<file path="src/rtl/cu_pkg.sv">
// Shared types and encodings for the hardwired control unit.
// Imported by the sequencer top and its output decoder.
package cu_pkg;

  typedef enum logic [2:0] {
    S_INIT    = 3'd0,
    S_FETCH_L = 3'd1,
    S_FETCH_H = 3'd2,
    S_DECODE  = 3'd3,
    S_EXEC0   = 3'd4,
    S_EXEC1   = 3'd5,
    S_HALT    = 3'd6
  } state_t;

  localparam logic [3:0] OP_LDI = 4'h0;
  localparam logic [3:0] OP_LD  = 4'h1;
  localparam logic [3:0] OP_ST  = 4'h2;
  localparam logic [3:0] OP_MOV = 4'h3;
  localparam logic [3:0] OP_ADD = 4'h4;
  localparam logic [3:0] OP_SUB = 4'h5;
  localparam logic [3:0] OP_AND = 4'h6;
  localparam logic [3:0] OP_OR  = 4'h7;
  localparam logic [3:0] OP_XOR = 4'h8;
  localparam logic [3:0] OP_LSL = 4'h9;
  localparam logic [3:0] OP_LSR = 4'hA;
  localparam logic [3:0] OP_INC = 4'hB;
  localparam logic [3:0] OP_DEC = 4'hC;
  localparam logic [3:0] OP_BRA = 4'hD;
  localparam logic [3:0] OP_BEQ = 4'hE;
  localparam logic [3:0] OP_HLT = 4'hF;

  localparam logic [3:0] ALU_PASS = 4'b0000;
  localparam logic [3:0] ALU_ADD  = 4'b0100;
  localparam logic [3:0] ALU_SUB  = 4'b0101;
  localparam logic [3:0] ALU_AND  = 4'b0111;
  localparam logic [3:0] ALU_OR   = 4'b1000;
  localparam logic [3:0] ALU_XOR  = 4'b1010;
  localparam logic [3:0] ALU_LSL  = 4'b1011;
  localparam logic [3:0] ALU_LSR  = 4'b1100;

  localparam logic [1:0] FS_CLR  = 2'b00;
  localparam logic [1:0] FS_LOAD = 2'b01;
  localparam logic [1:0] FS_DEC  = 2'b10;
  localparam logic [1:0] FS_INC  = 2'b11;

  localparam logic [1:0] MUX_ALU = 2'b00;
  localparam logic [1:0] MUX_MEM = 2'b01;
  localparam logic [1:0] MUX_IMM = 2'b10;
  localparam logic [1:0] MUX_ARF = 2'b11;

  localparam logic MUXC_RF  = 1'b0;
  localparam logic MUXC_ARF = 1'b1;

  localparam logic [1:0] ARF_AR = 2'd0;
  localparam logic [1:0] ARF_PC = 2'd3;

  localparam logic [3:0] EN_AR = 4'b1000;
  localparam logic [3:0] EN_PC = 4'b0001;

  function automatic logic [3:0] rf_en(input logic [1:0] f);
    return 4'b1000 >> f;
  endfunction

  function automatic logic [2:0] rf_rd(input logic [1:0] f);
    return {1'b1, f};
  endfunction

  function automatic logic [3:0] alu_of(input logic [3:0] op);
    logic [3:0] a;
    a = ALU_PASS;
    case (op)
      OP_ADD:  a = ALU_ADD;
      OP_SUB:  a = ALU_SUB;
      OP_AND:  a = ALU_AND;
      OP_OR:   a = ALU_OR;
      OP_XOR:  a = ALU_XOR;
      OP_LSL:  a = ALU_LSL;
      OP_LSR:  a = ALU_LSR;
      default: a = ALU_PASS;
    endcase
    return a;
  endfunction

endpackage

</file>
<file path="src/rtl/cu_decode.sv">
// Combinational map from {state, IR, flags} to every
// datapath control input of the system block.
module cu_decode
  import cu_pkg::*;
(
  input  logic [2:0]  state,
  input  logic [15:0] ir,
  input  logic [3:0]  flags,
  output logic [1:0]  outasel,
  output logic [1:0]  outbsel,
  output logic [1:0]  funsel_IR,
  output logic [1:0]  funsel_arf,
  output logic [1:0]  funsel_rf,
  output logic [3:0]  funsel_alu,
  output logic [3:0]  regsel_rf,
  output logic [3:0]  rf_tsel,
  output logic [3:0]  regsel_arf,
  output logic [2:0]  rf_o1sel,
  output logic [2:0]  rf_o2sel,
  output logic [1:0]  MUXSelA,
  output logic [1:0]  MUXSelB,
  output logic        MUXSelC,
  output logic        wrMEM,
  output logic        csMEM,
  output logic        IR_enable,
  output logic        IR_lh,
  output logic        halted
);

  state_t     st;
  logic [3:0] op;
  logic [1:0] rd;
  logic [1:0] rs;
  logic       unused;

  assign st     = state_t'(state);
  assign op     = ir[15:12];
  assign rd     = ir[11:10];
  assign rs     = ir[9:8];
  assign unused = ^{ir[7:0], flags[2:0]};

  always_comb begin
    outasel    = ARF_AR;
    outbsel    = ARF_AR;
    funsel_IR  = FS_CLR;
    funsel_arf = FS_CLR;
    funsel_rf  = FS_CLR;
    funsel_alu = ALU_PASS;
    regsel_rf  = 4'b0000;
    rf_tsel    = 4'b0000;
    regsel_arf = 4'b0000;
    rf_o1sel   = 3'd0;
    rf_o2sel   = 3'd0;
    MUXSelA    = MUX_ALU;
    MUXSelB    = MUX_ALU;
    MUXSelC    = MUXC_RF;
    wrMEM      = 1'b0;
    csMEM      = 1'b1;
    IR_enable  = 1'b0;
    IR_lh      = 1'b0;
    halted     = 1'b0;
    unique case (1'b1)
      st == S_INIT: begin
        regsel_arf = EN_PC;
        funsel_arf = FS_CLR;
      end
      st == S_FETCH_L,
      st == S_FETCH_H: begin
        outbsel    = ARF_PC;
        csMEM      = 1'b0;
        IR_enable  = 1'b1;
        funsel_IR  = FS_LOAD;
        IR_lh      = (st == S_FETCH_H);
        regsel_arf = EN_PC;
        funsel_arf = FS_INC;
      end
      st == S_EXEC0: begin
        unique case (op)
          OP_LDI: begin
            MUXSelA   = MUX_IMM;
            regsel_rf = rf_en(rd);
            funsel_rf = FS_LOAD;
          end
          OP_LD, OP_ST: begin
            MUXSelB    = MUX_IMM;
            regsel_arf = EN_AR;
            funsel_arf = FS_LOAD;
          end
          OP_MOV: begin
            rf_o1sel   = rf_rd(rs);
            funsel_alu = ALU_PASS;
            MUXSelC    = MUXC_RF;
            MUXSelA    = MUX_ALU;
            regsel_rf  = rf_en(rd);
            funsel_rf  = FS_LOAD;
          end
          OP_ADD, OP_SUB, OP_AND, OP_OR, OP_XOR: begin
            rf_o1sel   = rf_rd(rd);
            rf_o2sel   = rf_rd(rs);
            funsel_alu = alu_of(op);
            MUXSelA    = MUX_ALU;
            regsel_rf  = rf_en(rd);
            funsel_rf  = FS_LOAD;
          end
          OP_LSL, OP_LSR: begin
            rf_o1sel   = rf_rd(rd);
            funsel_alu = alu_of(op);
            MUXSelA    = MUX_ALU;
            regsel_rf  = rf_en(rd);
            funsel_rf  = FS_LOAD;
          end
          OP_INC, OP_DEC: begin
            regsel_rf = rf_en(rd);
            funsel_rf = (op == OP_INC) ? FS_INC : FS_DEC;
          end
          OP_BRA, OP_BEQ: begin
            // BEQ falls through to no write when Z is clear
            if (op == OP_BRA || flags[3]) begin
              MUXSelB    = MUX_IMM;
              regsel_arf = EN_PC;
              funsel_arf = FS_LOAD;
            end
          end
          OP_HLT: begin
          end
        endcase
      end
      st == S_EXEC1: begin
        outbsel = ARF_AR;
        csMEM   = 1'b0;
        if (op == OP_ST) begin
          wrMEM      = 1'b1;
          rf_o1sel   = rf_rd(rs);
          MUXSelC    = MUXC_RF;
          funsel_alu = ALU_PASS;
        end else begin
          MUXSelA   = MUX_MEM;
          regsel_rf = rf_en(rd);
          funsel_rf = FS_LOAD;
        end
      end
      st == S_HALT: begin
        halted = 1'b1;
      end
      default: begin
      end
    endcase
  end

endmodule

</file>
<file path="src/rtl/control_unit.sv">
// Hardwired fetch/decode/execute sequencer for the system
// datapath; holds the state register and next-state logic.
module control_unit
  import cu_pkg::*;
(
  input  logic        clock,
  input  logic        reset,
  input  logic [15:0] IR_out,
  input  logic [3:0]  flags,
  output logic [1:0]  outasel,
  output logic [1:0]  outbsel,
  output logic [1:0]  funsel_IR,
  output logic [1:0]  funsel_arf,
  output logic [1:0]  funsel_rf,
  output logic [3:0]  funsel_alu,
  output logic [3:0]  regsel_rf,
  output logic [3:0]  rf_tsel,
  output logic [3:0]  regsel_arf,
  output logic [2:0]  rf_o1sel,
  output logic [2:0]  rf_o2sel,
  output logic [1:0]  MUXSelA,
  output logic [1:0]  MUXSelB,
  output logic        MUXSelC,
  output logic        wrMEM,
  output logic        csMEM,
  output logic        IR_enable,
  output logic        IR_lh,
  output logic        halted,
  output logic [2:0]  state_out
);

  state_t     state;
  state_t     state_nx;
  logic [3:0] op;

  assign op        = IR_out[15:12];
  assign state_out = state;

  always_ff @(posedge clock or posedge reset) begin
    if (reset) state <= S_INIT;
    else       state <= state_nx;
  end

  always_comb begin
    state_nx = S_INIT;
    unique case (1'b1)
      state == S_INIT:    state_nx = S_FETCH_L;
      state == S_FETCH_L: state_nx = S_FETCH_H;
      state == S_FETCH_H: state_nx = S_DECODE;
      state == S_DECODE:  state_nx = S_EXEC0;
      state == S_EXEC0: begin
        if (op == OP_LD || op == OP_ST) state_nx = S_EXEC1;
        else if (op == OP_HLT)          state_nx = S_HALT;
        else                            state_nx = S_FETCH_L;
      end
      state == S_EXEC1:   state_nx = S_FETCH_L;
      state == S_HALT:    state_nx = S_HALT;
      default:            state_nx = S_INIT;
    endcase
  end

  cu_decode u_dec (
    .state      (state),
    .ir         (IR_out),
    .flags      (flags),
    .outasel    (outasel),
    .outbsel    (outbsel),
    .funsel_IR  (funsel_IR),
    .funsel_arf (funsel_arf),
    .funsel_rf  (funsel_rf),
    .funsel_alu (funsel_alu),
    .regsel_rf  (regsel_rf),
    .rf_tsel    (rf_tsel),
    .regsel_arf (regsel_arf),
    .rf_o1sel   (rf_o1sel),
    .rf_o2sel   (rf_o2sel),
    .MUXSelA    (MUXSelA),
    .MUXSelB    (MUXSelB),
    .MUXSelC    (MUXSelC),
    .wrMEM      (wrMEM),
    .csMEM      (csMEM),
    .IR_enable  (IR_enable),
    .IR_lh      (IR_lh),
    .halted     (halted)
  );

endmodule

</file>
<file path="config.mk">
export PLATFORM = sky130hd
export DESIGN_NAME = control_unit
export DESIGN_NICKNAME = d
export VERILOG_FILES = /design/src/rtl/cu_pkg.sv /design/src/rtl/cu_decode.sv /design/src/rtl/control_unit.sv
export SDC_FILE = /design/constraint.sdc
export NUM_CORES = 1
export LEC_CHECK = 0
export ABC_AREA = 1
export CORE_ASPECT_RATIO = 0.7
export CORE_MARGIN = 2
export CORE_UTILIZATION = 34
export DETAILED_ROUTE_END_ITERATION = 12
export GPL_TIMING_DRIVEN = 1
export PLACE_DENSITY = 0.9
export SETUP_SLACK_MARGIN = 0.02
export SLEW_MARGIN = 0
export SYNTH_ARGS = -nofsm -noshare
export SYNTH_HDL_FRONTEND = slang
export SYNTH_SLANG_ARGS = --single-unit
</file>
<file path="constraint.sdc">
create_clock -name clock -period 4 [get_ports clock]
set_input_delay 1 -clock clock [delete_from_list [all_inputs] [get_ports clock]]
set_output_delay 1 -clock clock [all_outputs]
set_load 0.02 [all_outputs]
</file>
==> flow_summary_export.csv, run 1 <==
group,metric,value,unit
worst_setup_path,cp_slowest_stage_delay,0.60,ns
timing,period_minus_slack,3.85,ns
timing,fin_ws,0.145,ns
clocking,cts_resized,0,
synth,yosysWarnings,0,
synth,yosysUniqueCellTypes,26,
route,avgViaCountPerCell,4.40,
worst_hold_path,worstHoldStart,"state_out[2]$_DFF_PP0_",
worst_setup_path,crit_fanout,4,
timing,fin_crit_sh,0.964,
route,wl,1.96,mm
pwr,swShare,0.517,
pwr,peakVddDrop,0.150,mV
global_route,grt-ovfl-total,0,
worst_setup_path,cp.required,3.00,ns
worst_hold_path,holdPathStages,1,
final_layout,layout_common_cells,"clkdlybuf4s50_1 (43), nand2_1 (35), inv_1 (20)",
clocking,path_clk_slew,0.04,ns
clocking,numCtsBuffers,3,
pwr,p_switching,0.326,mW
synth,yosys-mux-area-fraction,0,
timing,slew_viol_final,0,
timing,finalSetupTns,0,ns
synth,synthXorXnorAreaFrac,0,
floorplan,core_area,2140,um2
global_route,met1_usage,0.217,
worst_hold_path,hold_class,"reg2reg",
timing,finalHoldWorstSlack,0.567,ns
worst_setup_path,critPathTopFamily,"buffers and inverters",
worst_setup_path,worst_ep_arrival_time,2.85,ns
worst_setup_path,crit_cells,7,
clocking,cts_max_path_buffers,2,
global_route,gr-max-usage-layer,"met1",
route,drt_iter0_markers,33,
placement,gp_congestion,0.847,
synth,ys_seq_area_frac,0.0990,
floorplan,initial_core_util,0.355,
floorplan,num_rows,14,
route,drt_pass1_iterations,4,
placement,portBuffers,44,
timing,skew,0.00301,ns
timing,hold_viol_final,0,
global_route,antenna_found_initial,0,
worst_setup_path,cp_cell_sequence,"clkdlybuf4s50_1 -> nor2_1 -> inv_1 -> nand2_1 -> nand3_1 -> nand2_1 -> clkdlybuf4s50_1",
worst_setup_path,worstPathBufferInverterCount,3,
pwr,p_int,0.305,mW
run_status,status,"finished clean",
timing,max_freq,259,MHz
clocking,h-tree-depth,1,
clocking,ctsHoldBuffers,0,
synth,synthSimpleGateAreaFrac,0.515,
final_layout,fin_nets,201,
clocking,cts_tree,"done",
pwr,seqPwrFrac,0.116,
global_route,grt_util_all_layers,0.143,
worst_setup_path,critPathCaptureType,"output port",
final_layout,final_common_cell,"clkdlybuf4s50_1",
floorplan,die_h,43.5,um
worst_setup_path,crit_path_start_kind,"input port",
pwr,power_frac_comb,0.801,
global_route,first_global_vias,693,
synth,netlist_area,758,um2
floorplan,dieArea,2630,um2
clocking,cts-root-buf,"clkbuf_4",
pwr,cellPowerDensity,535,nW/um2
global_route,use_met3,0.0179,
global_route,grt_max_degree,13,
synth,synth_top_family_by_area,"simple AND/OR/NAND/NOR gates",
final_layout,largest_register_ffs,3,
clocking,clock_sinks,3,
synth,avgSynthCellArea,5.62,um2
route,ant_nets,0,
synth,ys_ff_latch,3,
worst_setup_path,rrSetupSlack,2.85,ns
pwr,p_leak,0.621,nW
synth,synth_compound_area_frac,0.0941,
clocking,cts_setup_buffers,0,
timing,rsz0062_at_grt,"true",
final_layout,drive_gt1_frac,0.124,
route,drt-wirelength-per-cell,9.34,um
clocking,clkLatencyLatePin,0.23,ns
final_layout,antennaDiodeCount,0,
floorplan,die_w,60.4,um
worst_setup_path,r2r_cells,2,
route,drc,0,
worst_setup_path,regToRegEndpoint,"state_out[1]$_DFF_PP0_",
final_layout,fillers,230,
worst_setup_path,crit_path_top_delay_cell,"clkdlybuf4s50_1",
worst_setup_path,critical_path_class,"in2out",
placement,dp_slack,0.164,ns
timing,setup_viol,0,
worst_setup_path,r2r-start,"state_out[0]$_DFF_PP0_",
pwr,clock_power_share,0.083,
route,vias,923,
synth,synthCells,135,
final_layout,area_growth_syn_to_layout,55.6,%
global_route,grt_pass1_wl,2.93,mm
placement,dp_hpwl,1.54,mm
synth,synth_fa_ha_area_frac,0,
job,max-cap-violations,0,
global_route,grt_use_met2,0.200,
floorplan,io_pins,67,
worst_hold_path,min_to,"state_out[0]$_DFF_PP0_",
[metal layers]
metal | share of wire | up-vias
li1 | - | 475
met1 | 0.48 | 403
met2 | 0.42 | 45
met3 | 0.095 | 0
met4 | 0 | 0
met5 | 0 | -
[cell families after synthesis]
group	Yosys count
other	1
buffers and inverters	39
and+or+nand+nor	81
DFF	3
AOI/OAI and AO/OA	11
[power by group through the flow]
stage / sequential [mW] / clock, mW / combinational [mW]
after floorplan: 0.0865 / 0 / 0.310
after global placement: 0.0727 / 0 / 0.502
after detailed placement: 0.0732 / 0 / 0.506
after CTS: 0.0728 / 0.0553 / 0.507
after global routing: 0.0768 / 0.0581 / 0.541
final: 0.0730 / 0.0526 / 0.505
[worst reg2reg max path, cell delays in order (launching register included)]
cell and delay [ns]:
dfrtp_1 0.46, o21ai_0 0.40, o211ai_1 0.15
[cells in the mapped netlist]
library cell  instances  area share
nand2_1              35        0.17
inv_1                20       0.099
nor2_1               16       0.079
buf_4                14        0.14
nand3_1              13       0.086
a21oi_1               4       0.026
nand2_2               4       0.033
dfrtp_1               3       0.099
inv_2                 3       0.015
nor2_2                3       0.025
nor2_4                3       0.045
nand2_4               2       0.030
nor3_1                2       0.013
a211oi_1              1      0.0099
a21oi_2               1       0.012
buf_12                1       0.026
conb_1                1      0.0049
inv_4                 1      0.0083
nand3_2               1       0.013
nand3b_1              1      0.0099
nand4_1               1      0.0083
o211ai_1              1      0.0099
o21ai_0               1      0.0066
o21ai_2               1       0.012
o21bai_1              1      0.0099
o22ai_1               1      0.0083
[stage by stage]
step	utilization	power (mW)	std cells	area (um2)
after floorplan	-	0.396	145	796
after global placement	0.539	0.575	206	1150
after detailed placement	0.539	0.579	206	1150
after CTS	0.551	0.635	210	1180
after global routing	0.552	0.676	210	1180
final	0.552	0.631	210	1180
[how the worst max path moves through the flow]
stage | startpoint | endpoint | slack (ns)
global route | IR_out[14] | rf_o1sel[0] | -0.01
CTS | IR_out[13] | regsel_rf[3] | 0.16
global placement | IR_out[13] | rf_o1sel[2] | 0.19
floorplan | IR_out[13] | MUXSelA[1] | 1.16
finish | IR_out[13] | regsel_rf[3] | 0.15
detailed placement | IR_out[13] | regsel_rf[3] | 0.16
[final cells by class]
type,count,area (um2),area share
clock buffer,4,26.3,0.0223
timing repair buffer,44,443,0.375
inverter,24,92.6,0.0785
sequential,3,75.1,0.0636
multi-input combinational,103,503,0.426
tap,32,40.0,0.0339
No activity file was read; power rests on OpenSTA's default activity.
==> run 2: changes to the inputs <==
--- a/config.mk
+++ b/config.mk
@@ -8,10 +8,10 @@
 export ABC_AREA = 1
 export CORE_ASPECT_RATIO = 0.7
 export CORE_MARGIN = 2
-export CORE_UTILIZATION = 34
+export CORE_UTILIZATION = 28
 export DETAILED_ROUTE_END_ITERATION = 12
 export GPL_TIMING_DRIVEN = 1
-export PLACE_DENSITY = 0.9
+export PLACE_DENSITY = 0.8
 export SETUP_SLACK_MARGIN = 0.02
 export SLEW_MARGIN = 0
 export SYNTH_ARGS = -nofsm -noshare
==> constraint.sdc (replaced) <==
create_clock -name clock -period 3.5 [get_ports clock]
set_input_delay 0.875 -clock clock [delete_from_list [all_inputs] [get_ports clock]]
set_output_delay 0.875 -clock clock [all_outputs]
set_load 0.02 [all_outputs]
==> run 2 against run 1 <==
Count of clock-buffer cells in the layout stayed put. Clock skew shrank 0.0010 ns. Sequential power increased by 14%. Worst hold slack worse by 0.010 ns. Critical path depth decreased by 2. Via count did not move. Register-to-register slack worse by 0.54 ns. Sequential cell count did not move. Utilization fell by 5.4 points. Total power is 18% higher. Combinational power grew 11%. Worst setup slack got worse by 0.010 ns. Critical endpoint is now MUXSelA[1]. Highest routed layer is now met4.
==> flow_summary_export.csv, run 2 (synthesis gave the netlist of run 1 again) <==
group,metric,value,unit
run_status,status,"finished clean",
clocking,numCtsBuffers,3,
final_layout,post-route-cell-area,1250,um2
final_layout,final_common_cell,"nand2_1",
global_route,grt-ovfl-total,0,
placement,portBuffers,44,
worst_setup_path,cp_cell_sequence,"clkdlybuf4s50_1 -> nor2_2 -> inv_1 -> nor3_1 -> clkdlybuf4s50_1",
final_layout,final_core_util,0.498,
final_layout,antennaDiodeCount,0,
clocking,h-tree-depth,1,
global_route,grt_util_all_layers,0.145,
worst_setup_path,crit_fanout,6,
worst_setup_path,worst_ep_arrival_time,2.49,ns
pwr,cellPowerDensity,594,nW/um2
floorplan,die_h,47.5,um
clocking,cts_max_path_buffers,2,
global_route,grt_pass1_wl,3.44,mm
timing,slew_viol_final,0,
worst_setup_path,worst_path_most_repeated_cell,"clkdlybuf4s50_1",
route,drt_pass1_iterations,4,
pwr,peakVddDrop,0.162,mV
floorplan,io_pins,67,
route,drc,0,
worst_setup_path,cp_slowest_stage_delay,0.64,ns
timing,skew,0.00199,ns
worst_setup_path,crit_path_top_delay_cell,"clkdlybuf4s50_1",
timing,period_minus_slack,3.36,ns
job,max-cap-violations,0,
clocking,path_clk_slew,0.03,ns
worst_setup_path,critPathCaptureType,"output port",
worst_setup_path,crit_path_start_kind,"input port",
placement,gp_congestion,0.841,
final_layout,area_growth_syn_to_layout,65.2,%
timing,rsz0062_at_grt,"false",
timing,fin_crit_sh,0.961,
clocking,cts_setup_buffers,0,
clocking,cts_tree,"done",
timing,max_freq,297,MHz
clocking,cts-root-buf,"clkbuf_8",
route,drt-wirelength-per-cell,9.62,um
placement,dp_hpwl,1.73,mm
clocking,clkLatencyLatePin,0.22,ns
pwr,p_leak,0.821,nW
route,vias,923,
final_layout,layout_common_cells,"nand2_1 (35), clkdlybuf4s50_1 (22), inv_1 (19)",
floorplan,core_area,2510,um2
placement,place_area,1200,um2
worst_setup_path,critPathTopFamily,"buffers and inverters",
floorplan,dieArea,3150,um2
clocking,clock_sinks,3,
timing,finalSetupTns,0,ns
timing,hold_viol_final,0,
floorplan,initial_core_util,0.301,
worst_setup_path,cp.required,2.62,ns
global_route,first_global_vias,788,
final_layout,largest_register_ffs,3,
timing,setup_viol,0,
worst_setup_path,critical_path_class,"in2out",
final_layout,fin_nets,207,
global_route,antenna_found_initial,0,
floorplan,num_rows,15,
route,wl,2.10,mm
worst_hold_path,hold_class,"reg2reg",
route,avgViaCountPerCell,4.23,
route,drt_iter0_markers,40,
global_route,grt_max_degree,13,
worst_setup_path,worstPathBufferInverterCount,3,
route,ant_nets,0,
floorplan,die_w,66.2,um
final_layout,drive_gt1_frac,0.168,
-- run 2: what timing repair did --
action / CTS / global route
gates resized for setup: 17 / 9
cloned: 0 / 0
setup endpoints to repair: 16 / 7
hold buffers: 0 / 0
-- run 2: path summary, 6_finish.rpt --
kind | start | end | slack (ns) | cells after the start
worst max-delay path | IR_out[14] | MUXSelA[1] | 0.14 | 5
worst min-delay path | state_out[2]$_DFF_PP0_ | state_out[0]$_DFF_PP0_ | 0.56 | 1
worst max register to register | state_out[0]$_DFF_PP0_ | state_out[1]$_DFF_PP0_ | 2.31 | 2
worst min register to register | state_out[2]$_DFF_PP0_ | state_out[0]$_DFF_PP0_ | 0.56 | 1
max in group asynchronous | reset | state_out[2]$_DFF_PP0_ | 2.54 | 2
min in group asynchronous | reset | state_out[0]$_DFF_PP0_ | 0.83 | 2
-- run 2: layout make-up --
type	count	area, um2
timing repair buffer	50	484
tap	34	42.5
multi-input combinational	103	513
sequential	3	75.1
inverter	24	92.6
fill	277	1260
clock buffer	4	45.0
-- run 2: where the power goes --
group	total [mW]	internal [mW]	switching (mW)	leakage (nW)
clock network	0.101	0.0777	0.0233	0.0228
logic	0.560	0.235	0.325	0.762
registers	0.0832	0.0519	0.0314	0.0366
-- run 2: through the flow --
| step | std cells | setup WS [ns] | hold slack [ns] | power (mW) |
|---|---|---|---|---|
| 6_report | 218 | 0.135 | 0.557 | 0.744 |
| 5_1_grt | 218 | 0.0554 | 0.581 | 0.799 |
| 4_1_cts | 218 | 0.0243 | 0.554 | 0.751 |
| 3_3_place_gp | 214 | -0.0604 | 0.563 | 0.665 |
| 2_1_floorplan | 145 | 0.914 | 0.629 | 0.453 |
| 3_5_place_dp | 214 | -0.0569 | 0.553 | 0.671 |
-- run 2: routing by layer --
| metal | track usage | vias to the layer above | part of all wire |
|---|---|---|---|
| met4 | 0.0857 | 0 | 0.020 |
| met5 | 0 | - | 0 |
| met2 | 0.220 | 42 | 0.40 |
| li1 | - | 491 | - |
| met3 | 0.0376 | 4 | 0.096 |
| met1 | 0.189 | 386 | 0.48 |
==> run 3: changes to the inputs <==
--- a/config.mk
+++ b/config.mk
@@ -11,7 +11,7 @@
 export CORE_UTILIZATION = 28
 export DETAILED_ROUTE_END_ITERATION = 12
 export GPL_TIMING_DRIVEN = 1
-export PLACE_DENSITY = 0.8
+export PLACE_DENSITY_LB_ADDON = 0.3
 export SETUP_SLACK_MARGIN = 0.02
 export SLEW_MARGIN = 0
 export SYNTH_ARGS = -nofsm -noshare
==> run 3 against run 2 <==
Non-clock buffer count grew 2. Largest power group unchanged. Worst hold slack improved by 0.047 ns. Clock power about the same. Total power is 1.5% higher. Via count is 2.9% higher. Register-to-register slack got worse by 0.08 ns.
==> flow_summary_export.csv, run 3 (synthesis gave the netlist of run 1 again) <==
group,metric,value,unit
final_layout,multi_input_area,518,um2
timing,finalHoldWorstSlack,0.604,ns
route,drc,0,
clocking,cts_max_path_buffers,2,
timing,rsz0062_at_grt,"false",
final_layout,fin_nets,209,
worst_setup_path,critPathCaptureType,"output port",
worst_setup_path,crit_fanout,4,
floorplan,initial_core_util,0.301,
timing,slew_viol_final,0,
timing,finalSetupTns,0,ns
route,drt_pass1_iterations,4,
clocking,ctsHoldBuffers,0,
route,vias,950,
pwr,p_leak,0.940,nW
timing,hold_viol_final,0,
global_route,grt_pass1_wl,3.53,mm
timing,period_minus_slack,3.41,ns
floorplan,die_h,47.5,um
global_route,grt_util_all_layers,0.148,
floorplan,num_rows,15,
floorplan,dieArea,3150,um2
run_status,status,"finished clean",
clocking,clock_sinks,3,
timing,fin_crit_sh,0.974,
global_route,grt_max_degree,13,
timing,max_freq,293,MHz
floorplan,core_area,2510,um2
route,avgViaCountPerCell,4.32,
route,wl,2.25,mm
placement,portBuffers,44,
clocking,cts_tree,"done",
placement,dp_slack,-0.0815,ns
final_layout,layout_common_cells,"nand2_1 (35), clkdlybuf4s50_1 (20), inv_1 (19)",
clocking,clkLatencyLatePin,0.21,ns
placement,place_area,1210,um2
final_layout,fillers,256,
timing,max_slew.worst_pin.slew,0.522,ns
final_layout,largest_register_ffs,3,
timing,skew,0.000114,ns
worst_setup_path,critical_path_class,"in2out",
worst_setup_path,worst_ep_arrival_time,2.54,ns
final_layout,post-route-cell-area,1300,um2
final_layout,area_growth_syn_to_layout,71.5,%
global_route,grt-ovfl-total,0,
floorplan,die_w,66.2,um
clocking,h-tree-depth,1,
worst_setup_path,crit_path_start_kind,"input port",
global_route,antenna_found_initial,0,
timing,setup_viol,0,
final_layout,register_area,75.1,um2
pwr,peakVddDrop,0.368,mV
final_layout,drive_gt1_frac,0.177,
placement,dp_hpwl,1.85,mm
final_layout,antennaDiodeCount,0,
route,ant_nets,0,
route,drt-wirelength-per-cell,10.2,um
floorplan,io_pins,67,
worst_hold_path,hold_class,"reg2reg",
worst_setup_path,cp.required,2.62,ns
placement,gp_congestion,0.807,
route,drt_iter0_markers,87,
clocking,path_clk_slew,0.03,ns
timing,slew-limit-headroom,0.648,
pwr,cellPowerDensity,581,nW/um2
final_layout,final_common_cell,"nand2_1",
pwr,p_total,0.755,mW
clocking,numCtsBuffers,3,
timing,fin_ws,0.0897,ns
global_route,first_global_vias,812,
clocking,cts-root-buf,"clkbuf_8",
job,max-cap-violations,0,
## run 3: cell types whose count changed in the layout (fill, tap and decap cells not counted)
| cell | delta |
|---|---|
| dlygate4sd2_1 | -6 |
| dlymetal6s2s_1 | +8 |
| buf_4 | +2 |
| nor2_2 | -1 |
| clkdlybuf4s50_1 | -2 |
| nor2_4 | +1 |
## run 3: area by class of cell
class | instances | area share
Clock buffer | 4 | 0.0346
Multi-Input combinational cell | 103 | 0.398
Tap cell | 34 | 0.0327
Inverter | 24 | 0.0712
Sequential cell | 3 | 0.0577
Timing Repair Buffer | 52 | 0.405
## run 3: worst paths after layout
path / from / to / slack, ns / cells after the start
hold / removal: state_out[2]$_DFF_PP0_ / state_out[0]$_DFF_PP0_ / 0.60 / 1
max in group asynchronous: reset / state_out[0]$_DFF_PP0_ / 2.54 / 2
hold reg to reg: state_out[2]$_DFF_PP0_ / state_out[0]$_DFF_PP0_ / 0.60 / 1
min in group asynchronous: reset / state_out[2]$_DFF_PP0_ / 0.84 / 2
setup / recovery: IR_out[12] / wrMEM / 0.09 / 6
setup reg to reg: state_out[0]$_DFF_PP0_ / state_out[1]$_DFF_PP0_ / 2.23 / 2
## run 3: power by group
group	switching [mW]	internal (mW)	total (mW)
clock network	0.0203	0.0774	0.0977
logic	0.331	0.243	0.574
registers	0.0319	0.0519	0.0838
## run 3: metrics by stage
stage	cells	utilization
finish	220	0.517
global placement	216	0.483
floorplan	145	-
CTS	220	0.499
detailed placement	216	0.483
global route	220	0.517
## run 3: worst max-delay path, stage by stage
cell and delay, ns:
clkdlybuf4s50_1 0.49, nor2_1 0.24, nand2_2 0.11, nor2_4 0.12, buf_4 0.11, clkdlybuf4s50_1 0.58
## run 3: what timing repair did
action	in CTS	in global routing
gates cloned	0	0
setup endpoints to repair	17	15
resized for setup	11	18
hold endpoints to repair	0	0
setup buffers	0	0
## run 3: metal layers
layer	track usage	routed length [um]	vias up
met5	0	0	-
met4	0.0490	14	0
met3	0.0306	152	2
met2	0.252	1020	35
met1	0.194	1060	419
li1	-	-	494
